<file path="config.mk">
export PLATFORM = sky130hd
export DESIGN_NAME = seq_pattern_tx_flat
export DESIGN_NICKNAME = d
export VERILOG_FILES = /design/src/rtl/seq_pkg.sv /design/src/rtl/seq_pattern_tx_if.sv /design/src/rtl/seq_piso_shift.sv /design/src/rtl/seq_pattern_tx.sv /design/src/flat_wrapper.sv
export SDC_FILE = /design/constraint.sdc
export NUM_CORES = 1
export LEC_CHECK = 0
export ABC_CLOCK_PERIOD_IN_PS = 2350
export BUFFER_PORTS_ARGS = -buffer_cell sky130_fd_sc_hd__buf_2
export CELL_PAD_IN_SITES_DETAIL_PLACEMENT = 0
export CELL_PAD_IN_SITES_GLOBAL_PLACEMENT = 2
export CORE_MARGIN = 2
export CORE_UTILIZATION = 33
export DETAILED_ROUTE_END_ITERATION = 12
export GPL_ROUTABILITY_DRIVEN = 0
export GPL_TIMING_DRIVEN = 0
export PLACE_DENSITY_LB_ADDON = 0.1
export SKIP_CTS_REPAIR_TIMING = 1
export SLEW_MARGIN = 15
export SYNTH_ARGS = -nofsm -noshare
export SYNTH_HDL_FRONTEND = slang
export SYNTH_SLANG_ARGS = --single-unit
export TNS_END_PERCENT = 20
</file>
<file path="constraint.sdc">
create_clock -name clk -period 2.35 [get_ports clk]
set_clock_uncertainty 0.05 [all_clocks]
set_input_delay 0.3525 -clock clk [delete_from_list [all_inputs] [get_ports clk]]
set_output_delay 0.3525 -clock clk [all_outputs]
set_load 0.05 [all_outputs]
</file>
<file path="src/rtl/seq_pkg.sv">
// Shared definitions for the 11001 pattern transmitter and the matching sequence detectors.
// Holds the state encoding and the default pattern constant.
package seq_pkg;

    typedef enum logic [1:0] {
        IDLE = 2'd0,
        SEND = 2'd1,
        GAP  = 2'd2
    } seq_state_e;

    localparam int         SEQ_PAT_W = 5;
    localparam logic [4:0] PAT_11001 = 5'b11001;

endpackage

</file>
<file path="src/rtl/seq_pattern_tx_if.sv">
// Command/stream bundle between a frame requester (master) and the pattern transmitter (slave).
// Signal names are the transmitter's external port names.
interface seq_pattern_tx_if #(
    parameter int REP_W = 4,
    parameter int GAP_W = 3
);
    logic             start;
    logic [REP_W-1:0] rep_cnt;
    logic [GAP_W-1:0] gap_len;
    logic             abort;
    logic             dout;
    logic             dout_vld;
    logic             frame_sof;
    logic             busy;
    logic             done;

    modport master (
        output start, rep_cnt, gap_len, abort,
        input  dout, dout_vld, frame_sof, busy, done
    );

    modport slave (
        input  start, rep_cnt, gap_len, abort,
        output dout, dout_vld, frame_sof, busy, done
    );
endinterface

</file>
<file path="src/rtl/seq_piso_shift.sv">
// Parallel-load, MSB-first shift register; zeros are shifted in at the LSB.
// Priority: clear > load > shift.
module seq_piso_shift
    import seq_pkg::*;
#(
    parameter int PAT_W = SEQ_PAT_W
) (
    input  logic             clk,
    input  logic             reset,
    input  logic             clr_i,
    input  logic             load_i,
    input  logic             shift_i,
    input  logic [PAT_W-1:0] pdata_i,
    output logic             ser_o
);
    logic [PAT_W-1:0] sr_q;

    // NOTE: sequential state uses non-blocking assignments so every flop samples pre-edge values.
    always_ff @(posedge clk) begin
        if (reset || clr_i) begin
            sr_q <= '0;
        end else if (load_i) begin
            sr_q <= pdata_i;
        end else if (shift_i) begin
            sr_q <= {sr_q[PAT_W-2:0], 1'b0};
        end
    end

    assign ser_o = sr_q[PAT_W-1];
endmodule

</file>
<file path="src/rtl/seq_pattern_tx.sv">
// Serial pattern transmitter: emits PATTERN MSB-first with optional repetitions and zero gaps.
// dout is the shifter's MSB flop; zeros shifted in after the LSB keep it low in GAP and IDLE.
module seq_pattern_tx
    import seq_pkg::*;
#(
    parameter int               PAT_W   = SEQ_PAT_W,
    parameter logic [PAT_W-1:0] PATTERN = PAT_11001,
    parameter int               REP_W   = 4,
    parameter int               GAP_W   = 3
) (
    input  logic            clk,
    input  logic            reset,
    seq_pattern_tx_if.slave bus
);
    localparam int               IDX_W   = (PAT_W > 1) ? $clog2(PAT_W) : 1;
    localparam logic [IDX_W-1:0] IDX_MSB = IDX_W'(PAT_W - 1);

    seq_state_e       state_q,   state_d;
    logic [IDX_W-1:0] bit_idx_q, bit_idx_d;
    logic [REP_W-1:0] rep_q,     rep_d;
    logic [GAP_W-1:0] gap_len_q, gap_len_d;
    logic [GAP_W-1:0] gap_cnt_q, gap_cnt_d;
    logic             vld_q,     vld_d;
    logic             sof_q,     sof_d;
    logic             busy_q,    busy_d;
    logic             done_q,    done_d;

    logic sh_clr, sh_load, sh_shift, sh_ser;

    seq_piso_shift #(
        .PAT_W (PAT_W)
    ) u_shift (
        .clk     (clk),
        .reset   (reset),
        .clr_i   (sh_clr),
        .load_i  (sh_load),
        .shift_i (sh_shift),
        .pdata_i (PATTERN),
        .ser_o   (sh_ser)
    );

    // NOTE: every signal gets a default before the branches, so no path can infer a latch.
    always_comb begin
        state_d   = state_q;
        bit_idx_d = bit_idx_q;
        rep_d     = rep_q;
        gap_len_d = gap_len_q;
        gap_cnt_d = gap_cnt_q;
        vld_d     = vld_q;
        sof_d     = 1'b0;
        busy_d    = busy_q;
        done_d    = 1'b0;
        sh_clr    = 1'b0;
        sh_load   = 1'b0;
        sh_shift  = 1'b0;

        if (state_q == IDLE) begin
            if (bus.start && !bus.abort) begin
                rep_d     = bus.rep_cnt;
                gap_len_d = bus.gap_len;
                bit_idx_d = IDX_MSB;
                sh_load   = 1'b1;
                state_d   = SEND;
                vld_d     = 1'b1;
                sof_d     = 1'b1;
                busy_d    = 1'b1;
            end
        end else if (bus.abort) begin
            state_d = IDLE;
            vld_d   = 1'b0;
            busy_d  = 1'b0;
            sh_clr  = 1'b1;
        end else if (state_q == GAP) begin
            if (gap_cnt_q == GAP_W'(1)) begin
                bit_idx_d = IDX_MSB;
                sh_load   = 1'b1;
                state_d   = SEND;
                sof_d     = 1'b1;
            end else begin
                gap_cnt_d = gap_cnt_q - GAP_W'(1);
            end
        end else if (bit_idx_q != '0) begin
            bit_idx_d = bit_idx_q - IDX_W'(1);
            sh_shift  = 1'b1;
        end else if (rep_q != '0) begin
            // LSB on the wire with repetitions left: either open a gap or restart back-to-back.
            rep_d = rep_q - REP_W'(1);
            if (gap_len_q != '0) begin
                gap_cnt_d = gap_len_q;
                sh_shift  = 1'b1;
                state_d   = GAP;
            end else begin
                bit_idx_d = IDX_MSB;
                sh_load   = 1'b1;
                sof_d     = 1'b1;
            end
        end else begin
            state_d = IDLE;
            vld_d   = 1'b0;
            busy_d  = 1'b0;
            done_d  = 1'b1;
            sh_clr  = 1'b1;
        end
    end

    always_ff @(posedge clk) begin
        if (reset) begin
            state_q   <= IDLE;
            bit_idx_q <= '0;
            rep_q     <= '0;
            gap_len_q <= '0;
            gap_cnt_q <= '0;
            vld_q     <= 1'b0;
            sof_q     <= 1'b0;
            busy_q    <= 1'b0;
            done_q    <= 1'b0;
        end else begin
            state_q   <= state_d;
            bit_idx_q <= bit_idx_d;
            rep_q     <= rep_d;
            gap_len_q <= gap_len_d;
            gap_cnt_q <= gap_cnt_d;
            vld_q     <= vld_d;
            sof_q     <= sof_d;
            busy_q    <= busy_d;
            done_q    <= done_d;
        end
    end

    assign bus.dout      = sh_ser;
    assign bus.dout_vld  = vld_q;
    assign bus.frame_sof = sof_q;
    assign bus.busy      = busy_q;
    assign bus.done      = done_q;
endmodule

</file>
<file path="src/flat_wrapper.sv">
// flat-port wrapper written by rule: the top's interface ports become plain ports
module seq_pattern_tx_flat import seq_pkg::*;
#(
    parameter int               PAT_W   = SEQ_PAT_W,
    parameter logic [PAT_W-1:0] PATTERN = PAT_11001,
    parameter int               REP_W   = 4,
    parameter int               GAP_W   = 3
)
  (clk, reset, bus_start, bus_rep_cnt, bus_gap_len, bus_abort, bus_dout, bus_dout_vld, bus_frame_sof, bus_busy, bus_done);
  seq_pattern_tx_if #(.REP_W(REP_W), .GAP_W(GAP_W)) bus_i ();
  input  logic clk;
  input  logic reset;
  input wire logic [$bits(bus_i.start)-1:0] bus_start;
  input wire logic [$bits(bus_i.rep_cnt)-1:0] bus_rep_cnt;
  input wire logic [$bits(bus_i.gap_len)-1:0] bus_gap_len;
  input wire logic [$bits(bus_i.abort)-1:0] bus_abort;
  output wire logic [$bits(bus_i.dout)-1:0] bus_dout;
  output wire logic [$bits(bus_i.dout_vld)-1:0] bus_dout_vld;
  output wire logic [$bits(bus_i.frame_sof)-1:0] bus_frame_sof;
  output wire logic [$bits(bus_i.busy)-1:0] bus_busy;
  output wire logic [$bits(bus_i.done)-1:0] bus_done;
  assign bus_i.start = bus_start;
  assign bus_i.rep_cnt = bus_rep_cnt;
  assign bus_i.gap_len = bus_gap_len;
  assign bus_i.abort = bus_abort;
  assign bus_dout = bus_i.dout;
  assign bus_dout_vld = bus_i.dout_vld;
  assign bus_frame_sof = bus_i.frame_sof;
  assign bus_busy = bus_i.busy;
  assign bus_done = bus_i.done;
  seq_pattern_tx #(.PAT_W(PAT_W), .PATTERN(PATTERN), .REP_W(REP_W), .GAP_W(GAP_W)) u_core (.clk(clk), .reset(reset), .bus(bus_i));
endmodule
</file>
==> Implementation_results.wiki, run 1 <==
{| class="wikitable"
! Metric !! Value
|-
| Largest family of logic cells by synthesized area || simple AND/OR/NAND/NOR gates
|-
| Die Area || 4270 um^2
|-
| Launch instance of the worst min-delay path || bus_gap_len[2]
|-
| Number of buffers added by the clock tree synthesis step || 3
|-
| Fraction of layout instances using a drive strength above 1 || 0.174
|-
| Cells after DPL || 211
|-
| Layout-stage area growth over the synthesis result || 14.4%
|-
| Die X-Extent || 65.4 um
|-
| Post-Synthesis Cells || 149
|-
| Transition time at the pin with the least slew margin || 0.676 ns
|-
| Area share of the leading cell type in the synthesized netlist || 0.371
|-
| Final worst-path setup slack || 0.362 ns
|-
| Required arrival time at the worst endpoint || 2.47 ns
|-
| Clock-pin slew of the registers on the worst-case setup and hold paths || 0.09 ns
|-
| Initial Utilization || 0.342
|-
| Synthesized area per cell || 8.34 um^2
|-
| Xor/xnor cell area share of the yosys netlist || 0
|-
| Final count of negative-setup-slack endpoints || 0
|-
| Number of failing hold endpoints at the final stage || 0
|-
| Clk Latency, worst-skew pair || 0.27 ns
|-
| Vias in the first global route || 957
|-
| Launching element type of the critical path || flip-flop
|-
| Nets in the synthesized netlist || 163
|-
| Maximum buffer depth of the clock tree || 2
|-
| PD cells || 578 nW/um^2
|-
| Vias per cell || 4.91
|-
| CTS H-tree lvls || 1
|-
| Gate power share || 0.175
|-
| IO Count || 16
|-
| Min Tclk post-route || 1.99 ns
|-
| Worst-path maximum fanout || 4
|-
| Routed WL || 2620 um
|-
| Number of antenna violations at the first check in global routing || 0
|-
| Clock tree from TritonCTS || built
|-
| Internal power || 0.000580 W
|-
| Remaining max-slew budget at the tightest pin || 0.546
|-
| Place WS || 0.339 ns
|-
| Overall global routing resource usage || 0.138
|-
| Die Height || 65.4 um
|-
| R2R setup slack || 0.36 ns
|-
| R2r worst-path depth || 7
|-
| Count of TritonRoute iterations in the first routing pass || 4
|-
| Share of the yosys chip area belonging to registers || 0.371
|-
| Maximum clock frequency || 503 MHz
|-
| HPWL reported at the end of detailed placement || 1990 um
|-
| Max capacitance violation total || 0
|-
| Clk network pwr share || 0.313
|-
| Total net switching power || 0.000241 W
|-
| Maximum number of pins on one net before global-route repair || 15
|-
| Buffer cell driving the clock tree root || clkbuf_8
|-
| Mux share of post-synthesis cell area || 0.0916
|-
| Number of clock sinks || 23
|-
| ANT cells || 0
|-
| Startpoint of the worst setup timing path || u_core.rep_q[0]$_SDFFE_PP0P_
|-
| Switching power share of the total || 0.293
|-
| Capturing element of the worst setup path || u_core.u_shift.sr_q[2]$_SDFFE_PP0P_
|-
| RSZ-0062 raised after global routing || no
|-
| Net count, final || 182
|-
| Post-synth design cell area || 1240 um^2
|-
| Number of pins exceeding their max-slew limit in the final report || 0
|-
| Library cell occupying the most area in the post-synthesis netlist || dfxtp_1
|-
| Class of the tightest hold or removal check || in2reg
|-
| R2r startpoint || u_core.rep_q[0]$_SDFFE_PP0P_
|-
| Remaining global-route overflow || 0
|-
| Non-filler instance count after layout || 215
|-
| Final cycle utilization of the critical path || 0.846
|-
| Critical Path Sink Type || flip-flop
|-
| Terminus of the critical flop-to-flop path || u_core.u_shift.sr_q[2]$_SDFFE_PP0P_
|-
| Netlist cell types || 40
|-
| Routed via count || 1055
|-
| Count of synthesis-stage warnings from yosys || 0
|-
| Static leakage || 0.607 nW
|-
| Setup Total Neg Slack || 0 ns
|-
| Number of rows created at floorplan || 22
|-
| Mean routed wirelength per cell || 12.2 um
|-
| Synthesized-area fraction occupied by ao, oa, aoi and oai cells || 0.184
|-
| # DRC || 0
|-
| Sequential Power Share || 0.512
|-
| Initial DRC Count || 38
|-
| Critical path type || reg2reg
|-
| Top cells by area, synth || dfxtp_1 37%, mux2i_1 8.1%, nor2_1 5.7%
|-
| Synthesized-area fraction occupied by adder cells || 0.0302
|-
| Utilization after layout || 0.391
|-
| # port buffers || 14
|-
| Final ANT Viol Nets || 0
|-
| Result of the run || finished clean
|-
| Floorplan core area || 3630 um^2
|-
| Count of state elements after synthesis || 23
|-
| Crit path arrival time || 2.11 ns
|-
| Max IR drop VDD || 159 uV
|-
| Wire length of the first global-routing pass || 4550 um
|-
| Simple-gate share of the synthesized area || 0.267
|}
## worst max-delay path, cell delays in order, from the launching register on
cell and delay, ns:
dfxtp_1 0.34, inv_1 0.06, ha_1 0.19, nor3b_1 0.51
a21oi_1 0.18, o21ai_1 0.32, nand2b_1 0.17, nor2_1 0.05
## stage by stage
step / hold slack [ns] / area, um^2 / power, W
6_report: 0.263 / 1420 / 0.000821
3_5_place_dp: 0.403 / 1370 / 0.000575
5_1_grt: 0.272 / 1420 / 0.000870
2_1_floorplan: 0.386 / 1240 / 0.000536
4_1_cts: 0.260 / 1420 / 0.000835
3_3_place_gp: 0.394 / 1370 / 0.000574
## synth_stat cells, drive strengths merged
master	n
nand3	3
a22o	1
nand2b	7
nor2	19
inv	6
o221a	1
or3	1
nand2	15
nor3	7
and2	2
ha	3
a32o	1
or4b	1
a21oi	14
o32a	1
and2b	1
buf	5
a21o	2
a211oi	1
mux2i	11
dfxtp	23
and4	1
clkbuf	4
or3b	1
o21ai	11
a221oi	2
a31oi	1
nor3b	2
nor2b	1
nand4b	1
## how the worst min path moves through the flow
| stage | end | slack (ns) | cells after the start |
|---|---|---|---|
| 2_1_floorplan | u_core.u_shift.sr_q[0]$_SDFFE_PP0P_ | 0.39 | 2 |
| 3_3_place_gp | u_core.u_shift.sr_q[0]$_SDFFE_PP0P_ | 0.39 | 2 |
| 3_5_place_dp | u_core.u_shift.sr_q[0]$_SDFFE_PP0P_ | 0.40 | 2 |
| 4_1_cts | u_core.gap_len_q[0]$_SDFFE_PP0P_ | 0.26 | 3 |
| 5_1_grt | u_core.gap_len_q[1]$_SDFFE_PP0P_ | 0.27 | 3 |
| 6_report | u_core.gap_len_q[2]$_SDFFE_PP0P_ | 0.26 | 3 |
## power groups by stage
stage	Clock (W)	Sequential, W	Combinational, W
detailed placement	0	0.000429	0.000146
global route	0.000286	0.000423	0.000162
CTS	0.000268	0.000420	0.000146
floorplan	0	0.000441	0.0000948
global placement	0	0.000429	0.000145
finish	0.000257	0.000420	0.000144
## cell families (layout without fill, tap and decap cells)
kind of cell | count (synthesis) | in the layout
AND/OR/NAND/NOR | 62 | 62
AO/OA/AOI/OAI | 35 | 35
flip-flops | 23 | 23
buffers and inverters | 15 | 33
multiplexers | 11 | 11
adder cells (fa/ha/maj) | 3 | 3
## layout make-up
cell class | count | area (um^2)
timing repair buffer | 14 | 70.1
sequential | 23 | 460
clock inverter | 1 | 7.51
inverter | 6 | 22.5
fill | 400 | 2210
clock buffer | 3 | 41.3
buffer | 9 | 47.5
tap | 48 | 60.1
multi-input combinational | 111 | 712
## registers in the layout (all words and copies together) (netlist names)
register              count
u_core.u_shift.sr_q       5
u_core.bus.done           1
u_core.rep_q              4
u_core.bus.dout_vld       1
u_core.bit_idx_q          3
u_core.gap_len_q          3
u_core.state_q            2
u_core.bus.frame_sof      1
u_core.gap_cnt_q          3
## routing by layer
layer	GRT usage	wire length, um	part of all wire
met1	0.178	1330	0.51
met2	0.231	1190	0.46
met3	0.0154	57	0.022
met4	0.0625	41	0.016
met5	0	0	0
## cell usage in the layout (no fill, tap or decap), types with 2 or more instances in the layout
cell and count:
a21oi_1 14, nand2b_1 6, nand2_1 15, clkbuf_1 4, o21ai_1 6, nor2_1 19
ha_1 3, nand3_1 3, nor3b_1 2, nor3_1 5, mux2i_1 10, a21o_1 2
dfxtp_1 23, o21ai_0 5, buf_2 16, inv_1 6, clkbuf_8 3
(Power assumes the default switching activity.)
==> run 2, diff against run 1 <==
--- a/config.mk
+++ b/config.mk
@@ -5,12 +5,13 @@
 export SDC_FILE = /design/constraint.sdc
 export NUM_CORES = 1
 export LEC_CHECK = 0
-export ABC_CLOCK_PERIOD_IN_PS = 2350
+export ABC_AREA = 1
+export ABC_CLOCK_PERIOD_IN_PS = 1600
 export BUFFER_PORTS_ARGS = -buffer_cell sky130_fd_sc_hd__buf_2
 export CELL_PAD_IN_SITES_DETAIL_PLACEMENT = 0
 export CELL_PAD_IN_SITES_GLOBAL_PLACEMENT = 2
 export CORE_MARGIN = 2
-export CORE_UTILIZATION = 33
+export CORE_UTILIZATION = 28
 export DETAILED_ROUTE_END_ITERATION = 12
 export GPL_ROUTABILITY_DRIVEN = 0
 export GPL_TIMING_DRIVEN = 0
==> constraint.sdc (replaced) <==
create_clock -name clk -period 1.6 [get_ports clk]
set_clock_uncertainty 0.05 [all_clocks]
set_input_delay 0.24 -clock clk [delete_from_list [all_inputs] [get_ports clk]]
set_output_delay 0.24 -clock clk [all_outputs]
set_load 0.05 [all_outputs]
==> Implementation_results.wiki, run 2 <==
{| class="wikitable"
! Metric !! Value
|-
| Final cycle utilization of the critical path || 0.910 (was 0.846)
|-
| Netlist cell types || 25 (was 40)
|-
| Flip-flop count of the largest register after layout || 5 (unchanged)
|-
| Layout-stage area growth over the synthesis result || 17.3% (was 14.4%)
|-
| Fraction of layout instances using a drive strength above 1 || 0.261 (was 0.174)
|-
| Crit path arrival time || 1.58 ns (was 2.11 ns)
|-
| Leading post-synthesis cells by instance count || 50 x nand2_1, 32 x nor2_1, 23 x dfxtp_1, 22 x inv_1, 18 x o21ai_0 (was 23 x dfxtp_1, 19 x nor2_1, 15 x nand2_1, 14 x a21oi_1, 10 x mux2i_1)
|-
| Cells after DPL || 292 (was 211)
|-
| Die Height || 74.8 um (was 65.4 um)
|-
| Net count, final || 245 (was 182)
|-
| Wire length of the first global-routing pass || 5370 um (was 4550 um)
|-
| Filler cell count in the final layout || 527 (was 400)
|-
| Remaining max-slew budget at the tightest pin || 0.649 (was 0.546)
|-
| Clock tree from TritonCTS || built (unchanged)
|-
| Maximum number of pins on one net before global-route repair || 14 (was 15)
|-
| # port buffers || 15 (was 14)
|-
| Number of antenna violations at the first check in global routing || 0 (unchanged)
|-
| Clock-pin slew of the registers on the worst-case setup and hold paths || 0.09 ns (about the same)
|-
| Vias in the first global route || 1136 (was 957)
|-
| Critical Path Sink Type || flip-flop (unchanged)
|-
| R2r startpoint || u_core.rep_q[0]$_SDFFE_PP0P_ (unchanged)
|-
| RSZ-0062 raised after global routing || no (unchanged)
|-
| Non-filler instance count after layout || 297 (was 215)
|-
| Initial DRC Count || 32 (was 38)
|-
| Transition time at the pin with the least slew margin || 0.526 ns (was 0.676 ns)
|-
| Number of rows created at floorplan || 25 (was 22)
|-
| Mean routed wirelength per cell || 10.9 um (was 12.2 um)
|-
| Commonest non-fill, non-tap cells in the layout || 48 x nand2_1, 32 x nor2_1, 23 x dfxtp_1, 20 x inv_1 (was 23 x dfxtp_1, 19 x nor2_1, 16 x buf_2, 15 x nand2_1, 14 x a21oi_1)
|-
| Count of TritonRoute iterations in the first routing pass || 5 (was 4)
|-
| Result of the run || finished clean (unchanged)
|-
| Class of the tightest hold or removal check || in2reg (unchanged)
|-
| Floorplan core area || 4790 um^2 (was 3630 um^2)
|-
| Top_reg_cell synth || dfxtp_1 (unchanged)
|-
| Final worst-path setup slack || 0.144 ns (was 0.362 ns)
|-
| Share of synthesized flip-flops with an asynchronous set or reset || 0 (unchanged)
|-
| Launching element type of the critical path || flip-flop (unchanged)
|-
| Worst-path maximum fanout || 4 (unchanged)
|-
| Critical path type || reg2reg (unchanged)
|-
| Maximum clock frequency || 687 MHz (was 503 MHz)
|-
| Count of synthesis-stage warnings from yosys || 0 (unchanged)
|-
| Remaining global-route overflow || 0 (unchanged)
|-
| Synthesized area per cell || 6.69 um^2 (was 8.34 um^2)
|-
| Max IR drop VDD || 389 uV (was 159 uV)
|-
| Initial Utilization || 0.294 (was 0.342)
|-
| ANT cells || 0 (unchanged)
|-
| Number of buffers added by the clock tree synthesis step || 3 (unchanged)
|-
| Required arrival time at the worst endpoint || 1.73 ns (was 2.47 ns)
|-
| PD cells || 842 nW/um^2 (was 578 nW/um^2)
|-
| Routed via count || 1270 (was 1055)
|-
| Library cell occupying the most area in the post-synthesis netlist || dfxtp_1 (unchanged)
|-
| Nets in the synthesized netlist || 224 (was 163)
|-
| Clk Latency, worst-skew pair || 0.27 ns (about the same)
|-
| IO Count || 16 (unchanged)
|-
| Registers with the most flip-flops || u_core.u_shift.sr_q x5, u_core.rep_q x4 (unchanged)
|-
| Final count of negative-setup-slack endpoints || 0 (unchanged)
|-
| Count of state elements after synthesis || 23 (unchanged)
|-
| Routed WL || 3250 um (was 2620 um)
|-
| Top cells by area, synth || dfxtp_1 33%, nand2_1 13%, nor2_1 8.5% (was dfxtp_1 37%, mux2i_1 8.1%, nor2_1 5.7%)
|-
| Number of pins exceeding their max-slew limit in the final report || 0 (unchanged)
|-
| Share of the yosys chip area belonging to registers || 0.328 (was 0.371)
|-
| HPWL reported at the end of detailed placement || 2520 um (was 1990 um)
|-
| Launch instance of the worst min-delay path || bus_gap_len[0] (was bus_gap_len[2])
|-
| Static leakage || 0.761 nW (was 0.607 nW)
|-
| Largest Register || u_core.u_shift.sr_q (unchanged)
|-
| Count leader, synth || nand2_1 (was dfxtp_1)
|-
| Most common cell after layout, fill and taps aside || nand2_1 (was dfxtp_1)
|-
| Vias per cell || 4.28 (was 4.91)
|-
| Buffer cell driving the clock tree root || clkbuf_8 (unchanged)
|-
| # DRC || 0 (unchanged)
|-
| Place WS || -0.0221 ns (was 0.339 ns)
|-
| Post-Synthesis Cells || 210 (was 149)
|-
| Max capacitance violation total || 0 (unchanged)
|-
| Startpoint of the worst setup timing path || u_core.rep_q[0]$_SDFFE_PP0P_ (unchanged)
|-
| Min Tclk post-route || 1.46 ns (was 1.99 ns)
|-
| Number of clock sinks || 23 (unchanged)
|-
| Die Area || 5600 um^2 (was 4270 um^2)
|-
| Area share of the leading cell type in the synthesized netlist || 0.328 (was 0.371)
|-
| Overall global routing resource usage || 0.127 (was 0.138)
|-
| Maximum buffer depth of the clock tree || 2 (unchanged)
|-
| Final ANT Viol Nets || 0 (unchanged)
|-
| Die X-Extent || 74.8 um (was 65.4 um)
|-
| CTS H-tree lvls || 1 (unchanged)
|-
| Post-synth design cell area || 1410 um^2 (was 1240 um^2)
|-
| EDFF count, synth || 0 (unchanged)
|-
| Number of failing hold endpoints at the final stage || 0 (unchanged)
|}
## run 2: cell count changes after synthesis, sizes merged, moves of 7 or more
cell	delta
nand2b	-7
nand3	+13
nor2	+26
o21ai	+8
inv	+22
nand2	+44
mux2i	-11
## run 2: power by group
part           leakage, nW  internal [W]  switching (W)
Sequential           0.188      0.000606      0.0000215
Clock               0.0255      0.000174       0.000215
Combinational        0.548      0.000127       0.000243
Total                0.761      0.000908       0.000480
## run 2: worst max-delay path, stage by stage, from the launching register on
cell and delay, ns:
dfxtp_1 0.34, inv_2 0.08, ha_4 0.13, nand2_1 0.09
nor2_4 0.19, nor2_1 0.06, nand2_1 0.05, nand2_1 0.06
nand2_2 0.09, nand2_1 0.08, nor2_1 0.10, nor2_1 0.05
## run 2: final cells by class
type                       instances  area (um^2)  area share
clock buffer                       3         41.3      0.0251
buffer                             3         22.5      0.0137
tap                               67         83.8      0.0509
inverter                          28          110      0.0668
multi-input combinational        156          842       0.511
clock inverter                     1         5.00     0.00304
timing repair buffer              16         82.6      0.0501
sequential                        23          460       0.279
## run 2: metrics by stage
| step | util | instance area [um^2] | setup TNS, ns | power [W] | hold WS, ns |
|---|---|---|---|---|---|
| CTS | 0.336 | 1610 | -0.116 | 0.00137 | 0.136 |
| detailed placement | 0.327 | 1560 | -0.0345 | 0.000986 | 0.419 |
| finish | 0.344 | 1650 | 0 | 0.00139 | 0.136 |
| global route | 0.344 | 1650 | 0 | 0.00148 | 0.141 |
| global placement | 0.327 | 1560 | 0 | 0.000984 | 0.414 |
| floorplan | - | 1410 | 0 | 0.000904 | 0.325 |
## run 2: path summary, 6_finish.rpt
check	endpoint	slack, ns	cells past startpoint
max	u_core.u_shift.sr_q[4]$_SDFFE_PP0P_	0.14	11
min	u_core.gap_len_q[0]$_SDFFE_PP0P_	0.14	3
max reg2reg	u_core.u_shift.sr_q[4]$_SDFFE_PP0P_	0.14	11
min reg2reg	u_core.bus.dout_vld$_SDFFE_PP0P_	0.43	2
## run 2: cells by family after synthesis
family	synth area share
AOI/OAI and AO/OA	0.113
adders and majority gates	0.0267
buffers and inverters	0.0944
DFF	0.328
and+or+nand+nor	0.438
## run 2: metal layers
| metal | global-route usage | routed length, um | vias to the layer above |
|---|---|---|---|
| met5 | 0 | 0 | - |
| met1 | 0.184 | 1740 | 553 |
| met4 | 0.0417 | 25 | 0 |
| met3 | 0.0201 | 87 | 2 |
| li1 | - | - | 700 |
| met2 | 0.192 | 1390 | 15 |
